<file path="src/rtl/cpu_pkg.sv">
// Shared CPU types: control-unit op classes, instruction-fetch FSM states
// and the default instruction returned on a fetch fault.
package cpu_pkg;

  typedef enum logic [2:0] {
    OP_ALU,
    OP_LOAD,
    OP_STORE,
    OP_BRANCH,
    OP_JUMP,
    OP_SYSTEM
  } cuOPType;

  typedef enum logic [1:0] {
    IDLE,
    REQ,
    RESP,
    FAULT
  } fetchStateType;

  // addi x0,x0,0
  localparam logic [31:0] NOP_INSTR_DEFAULT = 32'h0000_0013;

endpackage

</file>
<file path="src/rtl/fetch_buffer.sv">
// Single-entry fetch buffer (tag, valid, data) used by instr_fetch.
// Only built when INSTR_FETCH_BUFFER_EN is defined.
`ifdef INSTR_FETCH_BUFFER_EN
module fetch_buffer #(
  parameter int ADDR_W = 32
) (
  input  logic              clk,
  input  logic              RST,
  input  logic [ADDR_W-1:0] lookup_addr,
  output logic              hit,
  output logic [31:0]       data,
  input  logic              wr_en,
  input  logic [ADDR_W-1:0] wr_tag,
  input  logic [31:0]       wr_data,
  input  logic              inval
);

  logic              valid;
  logic [ADDR_W-1:0] tag;
  logic [31:0]       data_q;

  // NOTE: a single entry is cheap, so tag and data are reset along with valid
  // for deterministic outputs; only valid actually gates a hit.
  always_ff @(posedge clk) begin
    if (RST) begin
      valid  <= 1'b0;
      tag    <= '0;
      data_q <= '0;
    end else begin
      if (wr_en) begin
        valid  <= 1'b1;
        tag    <= wr_tag;
        data_q <= wr_data;
      end
      // Invalidate wins over a same-cycle write.
      if (inval) valid <= 1'b0;
    end
  end

  assign hit  = valid && (tag == lookup_addr);
  assign data = data_q;

endmodule
`endif

</file>
<file path="src/rtl/instr_fetch.sv">
// Instruction-fetch responder between the PC and the instruction memory bus.
// Define INSTR_FETCH_BUFFER_EN to add a single-entry buffer for repeated fetches.
module instr_fetch
  import cpu_pkg::*;
#(
  parameter int          ADDR_W    = 32,
  parameter logic [31:0] NOP_INSTR = NOP_INSTR_DEFAULT
) (
  input  logic              clk,
  input  logic              RST,
  input  logic [ADDR_W-1:0] PCaddr,
  input  logic              dbusy,
  input  logic              flush,
  input  logic              mem_ack,
  input  logic [31:0]       mem_rdata,
  output logic              mem_read,
  output logic [ADDR_W-1:0] mem_addr,
  output logic [31:0]       instr,
  output logic              iready,
  output logic              ifault
);

  fetchStateType     state, state_next;
  logic [ADDR_W-1:0] fetch_addr;
  logic              drop;
  logic              sample;
  logic              take_ack;
  logic              buf_hit;
  logic [31:0]       buf_data;

  // NOTE: every always_comb output gets a default first so no path infers a latch.
  always_comb begin
    state_next = state;
    sample     = 1'b0;
    take_ack   = 1'b0;
    unique case (state)
      IDLE: begin
        if (!dbusy && !flush) begin
          sample = 1'b1;
          if (PCaddr[1:0] != 2'b00) state_next = FAULT;
          else if (buf_hit)         state_next = RESP;
          else                      state_next = REQ;
        end
      end
      REQ: begin
        if (mem_ack) begin
          // A flush seen at any point of the read discards its data.
          take_ack   = !(drop || flush);
          state_next = take_ack ? RESP : IDLE;
        end
      end
      RESP, FAULT: state_next = IDLE;
      default:     state_next = IDLE;
    endcase
  end

  // NOTE: sequential state uses non-blocking assignments only, so every
  // register sees the pre-edge values of the others.
  always_ff @(posedge clk) begin
    if (RST) begin
      state      <= IDLE;
      mem_read   <= 1'b0;
      fetch_addr <= '0;
      instr      <= '0;
      drop       <= 1'b0;
    end else begin
      state <= state_next;
      if (sample) begin
        fetch_addr <= PCaddr;
        if (state_next == FAULT)     instr    <= NOP_INSTR;
        else if (state_next == RESP) instr    <= buf_data;
        else                         mem_read <= 1'b1;
      end
      if (state == REQ) begin
        if (flush) drop <= 1'b1;
        if (mem_ack) begin
          mem_read <= 1'b0;
          drop     <= 1'b0;
          if (take_ack) instr <= mem_rdata;
        end
      end
    end
  end

  // fetch_addr is only written on a sample, so it is stable for the whole read.
  assign mem_addr = fetch_addr;
  assign iready   = ((state == RESP) || (state == FAULT)) && !flush;
  assign ifault   = (state == FAULT) && !flush;

`ifdef INSTR_FETCH_BUFFER_EN
  fetch_buffer #(
    .ADDR_W(ADDR_W)
  ) u_fetch_buffer (
    .clk        (clk),
    .RST        (RST),
    .lookup_addr(PCaddr),
    .hit        (buf_hit),
    .data       (buf_data),
    .wr_en      (take_ack),
    .wr_tag     (fetch_addr),
    .wr_data    (mem_rdata),
    .inval      (flush)
  );
`else
  assign buf_hit  = 1'b0;
  assign buf_data = '0;
`endif

endmodule

</file>
<file path="config.mk">
export PLATFORM = sky130hd
export DESIGN_NAME = instr_fetch
export DESIGN_NICKNAME = d
export VERILOG_FILES = /design/src/rtl/cpu_pkg.sv /design/src/rtl/fetch_buffer.sv /design/src/rtl/instr_fetch.sv
export SDC_FILE = /design/constraint.sdc
export NUM_CORES = 1
export LEC_CHECK = 0
export CAP_MARGIN = 20
export CORE_ASPECT_RATIO = 1.4
export CORE_MARGIN = 3
export CORE_UTILIZATION = 43
export CTS_BUF_LIST = sky130_fd_sc_hd__clkbuf_4
export CTS_CLUSTER_SIZE = 16
export DETAILED_ROUTE_END_ITERATION = 10
export PLACE_DENSITY = 0.88
export SETUP_SLACK_MARGIN = 0.15
export SYNTH_ARGS = -nofsm -noshare
export SYNTH_HDL_FRONTEND = slang
export SYNTH_SLANG_ARGS = --single-unit
</file>
<file path="constraint.sdc">
create_clock -name clk -period 3.1 [get_ports clk]
set_clock_uncertainty 0.2 [all_clocks]
set_input_delay 0.31 -clock clk [delete_from_list [all_inputs] [get_ports clk]]
set_output_delay 0.31 -clock clk [all_outputs]
set_load 0.05 [all_outputs]
</file>
==> metrics.txt <==
status completed; clock sink count 68; num ports 136; DR vias/cell about 5.1; First-pass DRT Iterations 4; remaining global-route overflow 0; fin area 4040 um2; total power 1920 uW; Hold Buf Count CTS 0; GRT Overall Usage 0.211; Worst setup EP type output pin; most common flop cell mapped by yosys dfxtp_1; Die Width 70.3 um; flop-to-flop setup slack approximately 0.99 ns; RR Startpoint state[1]; number of flops mapped to enable cells by yosys 0; Fin. Hold Viols 0; Worst VDD drop 0.000443 V; Distinct cells, synth 21; CTS resizes 0; Seq cells post-synth 68; number of routed nets with antenna violations 0; critical path class primary input to output pin; Ys Warns 0; Hold Path Origin PCaddr[13]; area leader, netlist dfxtp_1; die span in y 96.1 um; clock latency on the worst-skew pair 0.40 ns; core region area between 5000 and 6000 um2; Reg2Reg Depth 3; row cnt 32; Arrival @ worst endpoint about 2.1 ns; Gate Count Post-Synth approximately 300; sequential area share after synthesis 0.546; Worst-path clk slew 0.12 ns; die area just under 7000 um2; Post-synth top cells nand2_1 (93), dfxtp_1 (68), a21oi_1 (35); Slew Viols, Final 0; FFs w/ async S/R, synth 0; Area after DPL 3880 um2; Slew HR 0.285; CP Max Fanout 6; Post-route DRC 0; Worst Tran Pin Value about 1.1 ns; fillers between 400 and 500; global-route wire length before repair 11.2 mm; CTS buffer count 9; fin crit share 0.839; vias in the first global route 2452; clk buf depth 2; RePlAce Congestion roughly 0.68; port bufs between 100 and 150; share of layout cells above drive strength 1 0.0563; TritonCTS clock tree done; hpwl dp 4.99 mm; LEAKAGE about 0.0015 uW; wire per inst 14.3 um; WHS Path Cells 3; Post-Syn Nets between 300 and 400; htree depth 3; unrepaired setup endpoints after global routing no; Mean Syn Cell Area 8.44 um2; top cells by area, synth dfxtp_1 (55%), nand2_1 (14%), o32ai_1 (10%); DRT iter0 DRCs 102; Area Growth Syn to Fin 62.0%; Worst Hold Path EP mem_addr[13]; largest net degree at the start of global routing 65; reg-to-reg endpoint instr[1]; post-synth top area share 0.546; root buffer cell clkbuf_4; initial core utilization 0.448; antenna violations before repair 0; antenna cells 0; CP required 2.59 ns; HP Class primary input to flip-flop; Post-CTS Setup Bufs 0; total wire length slightly above 7 mm; Max Freq between 300 and 400 MHz; most frequent cell after synthesis nand2_1; min Tclk post-route 2.60 ns; setup TNS 0 ns; Startpoint Class primary input; final setup fails 0; max-cap violations 0; Nets 490; Synth Cell Area 2490 um2; Pwr per Cell Area 476 nW/um2; via count roughly 2500
cells by family after synthesis:
kind of cell	count (synthesis)	share of synthesized area
AOI/OAI and AO/OA	70	0.200
buffers and inverters	54	0.0844
DFF	68	0.546
and+or+nand+nor	103	0.169
state kept, by name, summed over array words and instances, names as in the netlist:
signal	flops
instr	32
mem_addr	32
state	2
drop	1
mem_read	1
where the power goes:
part | internal [uW] | total, uW | switching [uW]
Combinational | 154 | 353 | 199
Clock | 342 | 647 | 305
Sequential | 904 | 920 | 16.7
Total | 1400 | 1920 | 521
through the flow:
stage	util	worst slack, ns	hold WS [ns]	instances
finish	0.725	0.499	0.230	494
floorplan	-	0.937	0.207	295
CTS	0.725	0.493	0.199	494
global route	0.725	0.390	0.216	494
global placement	0.696	0.550	0.241	478
detailed placement	0.696	0.517	0.246	478
cells in the final DEF (no fill, tap or decap), drive strengths merged:
master	instances
a21oi	35
clkdlybuf4s50	134
o22ai	1
buf	5
clkinv	2
o32ai	29
dfxtp	68
inv	30
bufinv	2
clkinvlp	1
and2	2
or2	1
nand4bb	1
nand2	93
nor4	1
nand2b	1
nor2b	2
o221a	3
nor2	1
clkbuf	11
or4	1
a211oi	2
worst max-delay path by stage:
stage                   from     end  slack (ns)  depth (start not counted)
CTS                    flush  ifault        0.49                          4
detailed placement     flush  ifault        0.52                          4
floorplan           state[1]  ifault        0.94                          2
global route           flush  ifault        0.39                          4
finish                 flush  ifault        0.50                          4
global placement       flush  ifault        0.55                          4
routing by layer:
layer / GRT usage / part of all wire / routed length (um) / vias up
met4: 0.107 / 0.018 / 129 / 0
met2: 0.366 / 0.51 / 3610 / 106
met1: 0.234 / 0.38 / 2710 / 1148
met5: 0 / 0 / 0 / -
li1: - / - / - / 1236
met3: 0.0606 / 0.088 / 619 / 12
critical path: stages:
cell and delay [ns]:
clkdlybuf4s50_1 0.59, nor2b_1 0.23, and2_1 0.16, clkdlybuf4s50_1 0.80
area by class of cell:
cell class	count	area, um2	area share
multi-input cells	173	928	0.230
clock inverters	5	76.3	0.0189
flip-flops and latches	68	1360	0.337
repair buffers	139	1390	0.344
inverters	30	113	0.0279
well taps	68	85.1	0.0211
clock buffers	11	82.6	0.0205
No activity file was read; power rests on OpenSTA's default activity.
